--- src/rtl/alu_pkg.sv ---
`default_nettype none
// ============================================================================
//  Module      : alu_pkg
//  Description : Shared definitions for the sequential ALU: opcode values,
//                FSM state encoding and bit positions inside the flags word.
//  Contents    : OP_* opcode constants, state_t enum, FLAG_* indices,
//                is_defined_op() helper.
//  Revision    : 1.0 - initial release
// ============================================================================
package alu_pkg;

    // Opcode encoding (4-bit opcode field).
    localparam logic [3:0] OP_AND = 4'd0;
    localparam logic [3:0] OP_OR  = 4'd1;
    localparam logic [3:0] OP_NOT = 4'd2;
    localparam logic [3:0] OP_XOR = 4'd3;
    localparam logic [3:0] OP_ADD = 4'd4;
    localparam logic [3:0] OP_SUB = 4'd5;
    localparam logic [3:0] OP_LSL = 4'd6;
    localparam logic [3:0] OP_LSR = 4'd7;
    localparam logic [3:0] OP_ADC = 4'd8;
    localparam logic [3:0] OP_ASR = 4'd9;
    localparam logic [3:0] OP_MUL = 4'd10;
    localparam logic [3:0] OP_CMP = 4'd11;

    // Bit positions inside the 5-bit flags word {ERR,V,N,Z,C}.
    localparam int FLAG_C   = 0;
    localparam int FLAG_Z   = 1;
    localparam int FLAG_N   = 2;
    localparam int FLAG_V   = 3;
    localparam int FLAG_ERR = 4;
    localparam int FLAGS_W  = 5;

    // Handshake FSM states.
    typedef enum logic [1:0] {
        ST_IDLE = 2'd0,
        ST_BUSY = 2'd1,
        ST_DONE = 2'd2
    } state_t;

    // Opcodes 12..15 are reserved and produce an error result.
    function automatic logic is_defined_op(input logic [3:0] op);
        return (op <= OP_CMP);
    endfunction

endpackage : alu_pkg
`default_nettype wire

--- src/rtl/alu_mul_iter.sv ---
`default_nettype none
// ============================================================================
//  Module      : alu_mul_iter
//  Description : Iterative shift-add multiplier returning the low WIDTH bits
//                of a*b. One multiplier bit is consumed per clock, WIDTH
//                clocks in total; the first bit is consumed on the start edge
//                so that done is presented during the WIDTH-th clock.
//  Ports       : clk, rst_n  - clock, async active-low reset
//                start       - load operands a/b and begin (one-cycle pulse)
//                a, b        - multiplicand / multiplier
//                done        - product valid this cycle (one-cycle pulse)
//                product     - low WIDTH bits of a*b
//  Revision    : 1.0 - initial release
// ============================================================================
module alu_mul_iter #(
    parameter int WIDTH = 8
) (
    input  logic             clk,
    input  logic             rst_n,
    input  logic             start,
    input  logic [WIDTH-1:0] a,
    input  logic [WIDTH-1:0] b,
    output logic             done,
    output logic [WIDTH-1:0] product
);

    localparam int CW = $clog2(WIDTH);

    logic [WIDTH-1:0] acc;
    logic [WIDTH-1:0] mcand;
    logic [WIDTH-1:0] mplier;
    logic [CW-1:0]    count;
    logic             active;

    // Only the low WIDTH bits of the product are kept, so partial products
    // shifted beyond the top bit are simply dropped by the shifting mcand.
    always_ff @(posedge clk or negedge rst_n) begin
        if (!rst_n) begin
            acc    <= '0;
            mcand  <= '0;
            mplier <= '0;
            count  <= '0;
            active <= 1'b0;
        end else if (start) begin
            acc    <= b[0] ? a : '0;
            mcand  <= a << 1;
            mplier <= b >> 1;
            count  <= CW'(WIDTH - 1);
            active <= 1'b1;
        end else if (active) begin
            if (count != '0) begin
                acc    <= acc + (mplier[0] ? mcand : '0);
                mcand  <= mcand << 1;
                mplier <= mplier >> 1;
                count  <= count - 1'b1;
            end else begin
                // Product consumed by the controller on this edge.
                active <= 1'b0;
            end
        end
    end

    assign done    = active && (count == '0);
    assign product = acc;

endmodule : alu_mul_iter
`default_nettype wire

--- src/rtl/alu_seq.sv ---
`default_nettype none
// ============================================================================
//  Module      : alu_seq
//  Description : Sequential ALU with valid/ready handshakes on both sides.
//                Single-cycle operations are computed combinationally from
//                the live inputs and registered on the accept edge; MUL is
//                handed to the iterative multiplier and completes WIDTH
//                cycles later. Results are held until the consumer accepts.
//  Ports       : clk, rst_n          - clock, async active-low reset
//                in_valid / in_ready - operation handshake
//                opcode, A, B        - operation select and operands
//                out_valid/out_ready - result handshake
//                D                   - registered result
//                flags               - registered {ERR,V,N,Z,C}, C at bit 0
//  Revision    : 1.0 - initial release
// ============================================================================
module alu_seq
    import alu_pkg::*;
#(
    parameter int WIDTH = 8,
    parameter int OPW   = 4
) (
    input  logic             clk,
    input  logic             rst_n,
    input  logic             in_valid,
    output logic             in_ready,
    input  logic [OPW-1:0]   opcode,
    input  logic [WIDTH-1:0] A,
    input  logic [WIDTH-1:0] B,
    output logic             out_valid,
    input  logic             out_ready,
    output logic [WIDTH-1:0] D,
    output logic [4:0]       flags
);

    localparam int MSB = WIDTH - 1;

    state_t           state;
    logic             c_reg;

    logic             accept;
    logic             mul_start;
    logic             mul_done;
    logic [WIDTH-1:0] mul_product;

    logic [WIDTH:0]   add_sum;
    logic [WIDTH:0]   sub_sum;
    logic             carry_in;

    logic [WIDTH-1:0] res;
    logic             res_c;
    logic             res_v;
    logic             res_err;
    logic [WIDTH-1:0] d_next;
    logic [4:0]       flags_next;
    logic [4:0]       mul_flags;

    // in_ready is a registered copy of "state == IDLE".
    assign accept    = in_valid && in_ready;
    assign mul_start = accept && (opcode == OP_MUL);

    // ------------------------------------------------------------------
    // Iterative multiplier
    // ------------------------------------------------------------------
    alu_mul_iter #(
        .WIDTH (WIDTH)
    ) u_mul (
        .clk     (clk),
        .rst_n   (rst_n),
        .start   (mul_start),
        .a       (A),
        .b       (B),
        .done    (mul_done),
        .product (mul_product)
    );

    // ------------------------------------------------------------------
    // Single-cycle datapath
    // ------------------------------------------------------------------
    assign carry_in = (opcode == OP_ADC) ? c_reg : 1'b0;
    assign add_sum  = {1'b0, A} + {1'b0, B} + {{WIDTH{1'b0}}, carry_in};
    // Subtraction as A + ~B + 1 so the carry out reads as "no borrow".
    assign sub_sum  = {1'b0, A} + {1'b0, ~B} + {{WIDTH{1'b0}}, 1'b1};

    always_comb begin
        res     = '0;
        res_c   = 1'b0;
        res_v   = 1'b0;
        res_err = 1'b0;
        case (opcode)
            OP_AND: res = A & B;
            OP_OR:  res = A | B;
            OP_NOT: res = ~A;
            OP_XOR: res = A ^ B;
            OP_ADD, OP_ADC: begin
                res   = add_sum[MSB:0];
                res_c = add_sum[WIDTH];
                res_v = (A[MSB] == B[MSB]) && (res[MSB] != A[MSB]);
            end
            OP_SUB, OP_CMP: begin
                res   = sub_sum[MSB:0];
                res_c = sub_sum[WIDTH];
                res_v = (A[MSB] != B[MSB]) && (res[MSB] != A[MSB]);
            end
            OP_LSL: begin
                res   = {A[MSB-1:0], 1'b0};
                res_c = A[MSB];
            end
            OP_LSR: begin
                res   = {1'b0, A[MSB:1]};
                res_c = A[0];
            end
            OP_ASR: begin
                res   = {A[MSB], A[MSB:1]};
                res_c = A[0];
            end
            // MUL result comes from the multiplier; nothing to do here.
            OP_MUL: res = '0;
            default: res_err = 1'b1;
        endcase
        // Reserved opcodes leave res at zero, giving Z=1 and N=0.
        if (!is_defined_op(opcode)) begin
            res_err = 1'b1;
        end
    end

    // CMP presents A on D but its Z/N still describe the difference.
    always_comb begin
        d_next               = (opcode == OP_CMP) ? A : res;
        flags_next           = '0;
        flags_next[FLAG_C]   = res_c;
        flags_next[FLAG_Z]   = (res == '0);
        flags_next[FLAG_N]   = res[MSB];
        flags_next[FLAG_V]   = res_v;
        flags_next[FLAG_ERR] = res_err;
    end

    always_comb begin
        mul_flags         = '0;
        mul_flags[FLAG_Z] = (mul_product == '0);
        mul_flags[FLAG_N] = mul_product[MSB];
    end

    // ------------------------------------------------------------------
    // Handshake FSM with registered outputs. C_reg follows the C flag of
    // every result that enters DONE, and only then.
    // ------------------------------------------------------------------
    always_ff @(posedge clk or negedge rst_n) begin
        if (!rst_n) begin
            state     <= ST_IDLE;
            in_ready  <= 1'b1;
            out_valid <= 1'b0;
            D         <= '0;
            flags     <= '0;
            c_reg     <= 1'b0;
        end else begin
            case (state)
                ST_IDLE: begin
                    if (accept) begin
                        in_ready <= 1'b0;
                        if (opcode == OP_MUL) begin
                            state <= ST_BUSY;
                        end else begin
                            D         <= d_next;
                            flags     <= flags_next;
                            c_reg     <= flags_next[FLAG_C];
                            out_valid <= 1'b1;
                            state     <= ST_DONE;
                        end
                    end
                end
                ST_BUSY: begin
                    if (mul_done) begin
                        D         <= mul_product;
                        flags     <= mul_flags;
                        c_reg     <= mul_flags[FLAG_C];
                        out_valid <= 1'b1;
                        state     <= ST_DONE;
                    end
                end
                ST_DONE: begin
                    // Returning to IDLE here means no accept can coincide
                    // with the result being consumed.
                    if (out_ready) begin
                        out_valid <= 1'b0;
                        in_ready  <= 1'b1;
                        state     <= ST_IDLE;
                    end
                end
                default: begin
                    state     <= ST_IDLE;
                    in_ready  <= 1'b1;
                    out_valid <= 1'b0;
                end
            endcase
        end
    end

endmodule : alu_seq
`default_nettype wire
--- config.mk ---
export PLATFORM = sky130hd
export DESIGN_NAME = alu_seq
export DESIGN_NICKNAME = d
export VERILOG_FILES = /design/src/rtl/alu_pkg.sv /design/src/rtl/alu_mul_iter.sv /design/src/rtl/alu_seq.sv
export SDC_FILE = /design/constraint.sdc
export NUM_CORES = 1
export LEC_CHECK = 0
export BUFFER_PORTS_ARGS = -buffer_cell sky130_fd_sc_hd__buf_2
export CAP_MARGIN = 0
export CELL_PAD_IN_SITES_DETAIL_PLACEMENT = 0
export CELL_PAD_IN_SITES_GLOBAL_PLACEMENT = 1
export CORE_UTILIZATION = 45
export DETAILED_ROUTE_END_ITERATION = 6
export GPL_TIMING_DRIVEN = 0
export PLACE_DENSITY_LB_ADDON = 0.08
export RECOVER_POWER = 100
export SYNTH_ARGS = -nofsm -noshare
export SYNTH_HDL_FRONTEND = slang
export SYNTH_SLANG_ARGS = --single-unit
--- constraint.sdc ---
create_clock -name clk -period 3.27 [get_ports clk]
set_input_delay 0.4905 -clock clk [delete_from_list [all_inputs] [get_ports clk]]
set_output_delay 0.4905 -clock clk [all_outputs]
set_load 0.01 [all_outputs]
Word-level counts from Yosys, hierarchy flattened
Cells that the tools add are included.
{"block": "word_totals", "in_bits": 24, "register_bits": 46, "word_cells": 117, "output_inout_bits": 15}
{"block": "classes", "reduce_logical": 23, "addsub": 6, "n_mux": 49, "n_eq_ne": 21, "n_lt_le_gt_ge": 1, "bitwise": 6}
{"cell": "$mux 8", "count": 15}
{"cell": "$pmux 8 s9", "count": 1}
{"cell": "$add 8x8->9", "count": 2}
{"cell": "$eq 4x3->1 const B", "count": 4}
{"cell": "$eq 4x4->1 const B", "count": 4}
{"cell": "$logic_not 8->1", "count": 2}
{"cell": "$not 8->8", "count": 2}
{"cell": "$pmux 8 s2", "count": 1}
{"cell": "$mux 1", "count": 15}
{"cell": "$mux 5", "count": 3}
{"cell": "$reduce_or 11->1", "count": 1}
{"cell": "$pmux 5 s2", "count": 1}
{"cell": "$add 9x1->9", "count": 1}
{"cell": "$add 9x1->9 const B", "count": 1}
{"cell": "$mux 3", "count": 3}
{"cell": "$add 8x8->8", "count": 1}
{"cell": "$and 8x8->8", "count": 1}
{"cell": "$eq 4x2->1 const B", "count": 2}
{"cell": "$mux 2", "count": 4}
{"cell": "$ne 2x2->1 const B", "count": 4}
{"cell": "$or 8x8->8", "count": 1}
{"cell": "$reduce_and 4->1", "count": 2}
{"cell": "$xor 8x8->8", "count": 1}
{"cell": "$pmux 1 s3", "count": 2}
{"cell": "20 further kinds", "count": 32}

Depth between registers and ports, before layout
{"block": "depth", "depth_word": 9, "mapped_depth": 12, "mapped_depth_nobuf": 11}

Modules after synthesis
From an unflattened synthesis, not the netlist that was laid out.
{"block": "unflattened", "hier_cells": 472, "area_unflattened_um2": 3993.8}
{"mod": "alu_seq", "area_per_inst_um2": 2466.1, "instances": 1, "seq_area_each_um2": 426.7, "cells_per_inst": 313}
{"mod": "alu_mul_iter", "area_per_inst_um2": 1527.7, "instances": 1, "seq_area_each_um2": 650.6, "cells_per_inst": 159}

Worst setup path after synthesis
Ideal clock, no wire load.
{"block": "synth_timing", "kind": "input to register", "start": "in opcode[2]", "end": "reg flags[1]", "required_time_ns": 3.178, "setup_time_ns": 0.092, "n_path_buf": 2, "stages": 11, "setup_slack_ns": 0.280, "arrival_ns": 2.898, "path_cell_list": "buf_4 -> nor2b_1 -> buf_6 -> nand3_1 -> fa_1 -> xor2_1 -> o32ai_1 -> a221o_1 -> or4_1 -> or4_1 -> o31ai_2"}
{"block": "synth_via", "elab_chain_cells": 8, "word_cells_on_any_way": 23, "cone_classes": "add/sub: 1; eq/ne: 12; mux: 5; reduce/logical: 5"}
{"item": "from (decl)", "line": "alu_seq.sv:27", "text": "input logic [OPW-1:0] opcode,"}
{"item": "$eq 4x4->1", "line": "alu_seq.sv:80, alu_seq.sv:90"}
{"item": "$mux 1", "line": "alu_seq.sv:80", "text": "assign carry_in = (opcode == OP_ADC) ? c_reg : 1'b0;"}
{"item": "$add 9x1->9", "line": "alu_seq.sv:81", "text": "assign add_sum = {1'b0, A} + {1'b0, B} + {{WIDTH{1'b0}}, carry_in};"}
{"item": "$pmux 8 s9", "line": "alu_seq.sv:90", "text": "case (opcode)"}
{"item": "$logic_not 8->1", "line": "alu_seq.sv:132", "text": "flags_next[FLAG_Z] = (res == '0);"}
{"item": "$mux 5", "line": "alu_seq.sv:161", "text": "if (opcode == OP_MUL) begin"}
{"item": "$mux 5", "line": "alu_seq.sv:159", "text": "if (accept) begin"}
{"item": "$pmux 5 s2", "line": "alu_seq.sv:157", "text": "case (state)"}
{"item": "to (signal assigned)", "line": "alu_seq.sv:165", "text": "flags <= flags_next;"}
{"item": "to (signal assigned)", "line": "alu_seq.sv:175", "text": "flags <= mul_flags;"}
{"item": "to (decl)", "line": "alu_seq.sv:33", "text": "output logic [4:0] flags"}
Several ways; a longest one is shown, not always the timed one. The select of a mux whose other input is x is not followed.
A chain may end at the register's enable or synchronous reset.

Worst setup path in the final report
{"block": "layout_timing", "start": "in A[4]", "end": "reg flags[1]"}
{"block": "layout_via", "elab_chain_cells": 7, "word_cells_on_any_way": 13, "cone_classes": "add/sub: 4; mux: 4; bitwise: 4; reduce/logical: 1"}
{"item": "from (decl)", "line": "alu_seq.sv:28", "text": "input logic [WIDTH-1:0] A,"}
{"item": "$add 8x8->9 (on tied branches)", "line": "alu_seq.sv:83, alu_seq.sv:81"}
{"item": "$add 9x1->9 (on tied branches)", "line": "alu_seq.sv:83, alu_seq.sv:81"}
{"item": "$pmux 8 s9 *", "line": "alu_seq.sv:90"}
{"item": "$logic_not 8->1 *", "line": "alu_seq.sv:132"}
{"item": "$mux 5 *", "line": "alu_seq.sv:161"}
{"item": "$mux 5 *", "line": "alu_seq.sv:159"}
{"item": "$pmux 5 s2 *", "line": "alu_seq.sv:157"}
Every way passes the cells marked *; elsewhere a longest branch is shown, timed or not. The select of a mux whose other input is x is not followed.

==> results.py <==
metrics = {
    "floorplan": {
        "die_w_um": 94.2,
        "io_pins": 39,
        "fp.dieArea_sq_um": 8870,
        "start_util_pct": 46.6,
        "core_area_sq_um": 8220,
        "die_y_um": 94.2,
        "num_rows": 33,
    },
    "worst_setup_path": {
        "required_ps": 3480,
        "critical_path_class": "in -> reg",
        "rr_worst_depth": 9,
        "worstSetupStartpoint": "A[4]",
        "critPathCaptureType": "flop",
        "critPathArrivalTime_ps": 3410,
        "crit_fanout": 10,
        "startpoint_type": "input port",
        "timing.rr.start": "u_mul.count[0]",
        "crit_end": "flags[1]",
        "reg2reg_to": "flags[1]",
        "r2r_setup_slack_ps": 330,
    },
    "outcome": {
        "status": "finished with violations",
        "violations": "max-capacitance violations, max-slew violations",
    },
    "pwr": {
        "pwr-share-comb_pct": 34.9,
        "power.density_nw_per_um2": 488,
        "switching_share_pct": 36.1,
        "p_leak_nw": 1.94,
        "p_seq_share_pct": 41.0,
        "p_sw_w": 0.000749,
        "p_int_w": 0.00133,
        "irDropWorstVdd_mv": 0.373,
        "clkPwrFrac_pct": 24.1,
    },
    "detailed_routing": {
        "via_per_inst": 5.77,
        "antenna_left": 0,
        "drtIter0Drc": 244,
        "routed_wl_mm": 11.4,
        "drc": 0,
        "num_vias": 3637,
        "firstDrtPassIters": 4,
        "routedWlPerCell_um": 18.0,
    },
    "clocking": {
        "post_cts_buffers": 0,
        "cts_buffers": 5,
        "clk_latency_ps": 300,
        "cts_hold_buf": 0,
        "cts.sinks": 43,
        "h-tree-depth": 2,
        "path_clk_slew_ps": 80,
        "cts_resized": 0,
        "clockBufferDepth": 2,
        "cts_tree": "built",
        "cts_root_buffer": "clkbuf_8",
    },
    "synth": {
        "yosysUniqueCellTypes": 65,
        "synthFlopType": "dfrtp_1",
        "ys_ff_latch": 43,
        "yosys.area.top_type": "dfrtp_1",
        "netlist_instances": 480,
        "syn_nets": 539,
        "synth_warnings": 0,
        "yosys-top-cells-area": "dfrtp_1, ha_1, nand2_1, a21oi_1, nor2_1",
        "seq_area_frac_synth_pct": 28.2,
        "synth_enable_flop_cells": 0,
        "async_flop_share_pct": 100,
        "synth_area_sq_um": 3820,
        "avgSynthCellArea_sq_um": 7.97,
        "yosysTopAreaCellShare_pct": 27.5,
    },
    "placed_design": {
        "dpl-instance-area_sq_um": 4140,
        "io_buffers": 37,
        "finalWeightedCongestion": 0.866,
        "post-dp-hpwl_mm": 8.67,
        "place_inst": 622,
    },
    "sta": {
        "slew_violations": 44,
        "fmax_mhz": 312,
        "fin_hold_ws_ps": 359,
        "post-route-min-period_ps": 3200,
        "fin_crit_sh_pct": 97.9,
        "tightest_slew_ps": 2510,
        "setup_viol": 0,
        "maxSlewHeadroom_pct": -67.4,
        "fin_skew_ps": 8.17,
        "rsz0062_at_grt": "false",
        "finalHoldViolations": 0,
        "tns_ps": 0,
    },
    "global_routing": {
        "antenna_found_initial": 0,
        "grtUsageTotal_pct": 27.0,
        "grt_pass1_vias": 3427,
        "grt_max_degree": 44,
        "grt-ovfl-total": 0,
        "grt_first_pass_wirelength_mm": 18.1,
    },
    "hold_path": {
        "hp-start": "in_valid",
        "holdCritPathClass": "in -> reg",
    },
    "final_layout": {
        "final_cells": 630,
        "drive_gt1_share_pct": 9.71,
        "final_net_count": 583,
        "fin_area_sq_um": 4260,
        "antenna_cells": 0,
        "utilization_pct": 51.8,
        "synthToLayoutAreaGrowth_pct": 11.3,
    },
    "run": {
        "maxCapViolCount": 1,
    },
}
## power groups by stage
stage	combinational [W]	sequential, W	clock, W
4_1_cts	0.000743	0.000850	0.000510
3_3_place_gp	0.000723	0.000854	0
5_1_grt	0.000821	0.000881	0.000528
3_5_place_dp	0.000739	0.000861	0
6_report	0.000724	0.000852	0.000500
2_1_floorplan	0.000482	0.000854	0
## synth_stat cells, drive strengths merged (3+ instances only)
library cell  count
and3              4
clkbuf           23
a221o             4
nand2            62
fa                3
o31ai             5
or3               3
nand3            11
a21o              3
nor2             41
a22oi             6
nand2b            6
a211oi            6
o21ai            32
and2              6
ha               32
or2               5
xnor2             9
nor3b             4
nor2b             9
o221ai            6
dfrtp            42
a31oi            19
inv              34
o21bai            5
nor3              6
nor4              3
a21oi            35
mux2i             9
buf               8
mux4              3
## how the worst min path moves through the flow
| stage | endpoint | depth (start not counted) |
|---|---|---|
| floorplan | D[0] | 0 |
| global placement | out_valid | 2 |
| detailed placement | D[1] | 2 |
| CTS | in_ready | 2 |
| global route | in_ready | 2 |
| finish | in_ready | 2 |
## critical path, stage by stage
cell and delay [ps]:
clkbuf_4 200, inv_2 50, ha_1 280, clkbuf_2 200, mux4_2 530, a221oi_2 270, o21ai_1 120, or4_1 480
or4_1 560, o31ai_2 210
## layout make-up
class	instances	area, sq um
Multi-Input combinational cell	372	2480
Timing Repair Buffer	37	168
Clock buffer	6	72.6
Buffer	31	139
Sequential cell	43	1080
Tap cell	105	131
Fill cell	861	3960
Inverter	34	128
Clock inverter	2	60.1
## per-stage QoR
stage	total power [W]	setup WS, ps
2_1_floorplan	0.00134	280
3_3_place_gp	0.00158	-175
3_5_place_dp	0.00160	-245
4_1_cts	0.00210	76.4
5_1_grt	0.00223	11.7
6_report	0.00208	67.3
## state kept, by name, summed over array words and instances, names as in the netlist, 2 cells and up
signal	flops
u_mul.mplier	7
u_mul.count	3
u_mul.product	8
flags	5
state	2
D	8
u_mul.mcand	7
## logic make-up after synthesis
kind of cell	Yosys count	synth area share [%]
simple gates	168	20.9
flops	43	28.2
compound gates	144	24.7
mux	14	4.71
xor+xnor	11	2.52
buf+inv	65	6.97
fa+ha+maj	35	12.0
## layout by cell type (no fill, tap or decap), types with 3 or more instances in the layout
cell	count
a211oi_1	6
a21o_1	3
a21oi_1	35
a221o_1	4
a22oi_1	6
a31oi_1	19
and2_1	6
and3_1	4
buf_2	24
clkbuf_1	39
clkbuf_8	5
dfrtp_1	42
fa_1	3
ha_1	32
inv_1	33
mux2i_1	9
mux4_2	3
nand2_1	62
nand2b_1	6
nand3_1	11
nor2_1	40
nor2b_1	9
nor3_1	6
nor3b_1	4
nor4_1	3
o21ai_0	29
o21ai_1	3
o21bai_1	5
o221ai_1	6
o31ai_1	4
or2_2	4
or3_1	3
xnor2_1	9
## layer usage
metal	routed length [um]	vias up	global-route usage, %
li1	-	1800	-
met1	5420	1735	37.2
met2	5330	90	44.2
met3	447	12	3.40
met4	164	0	6.79
met5	0	-	0
No activity file was read; power rests on OpenSTA's default activity.
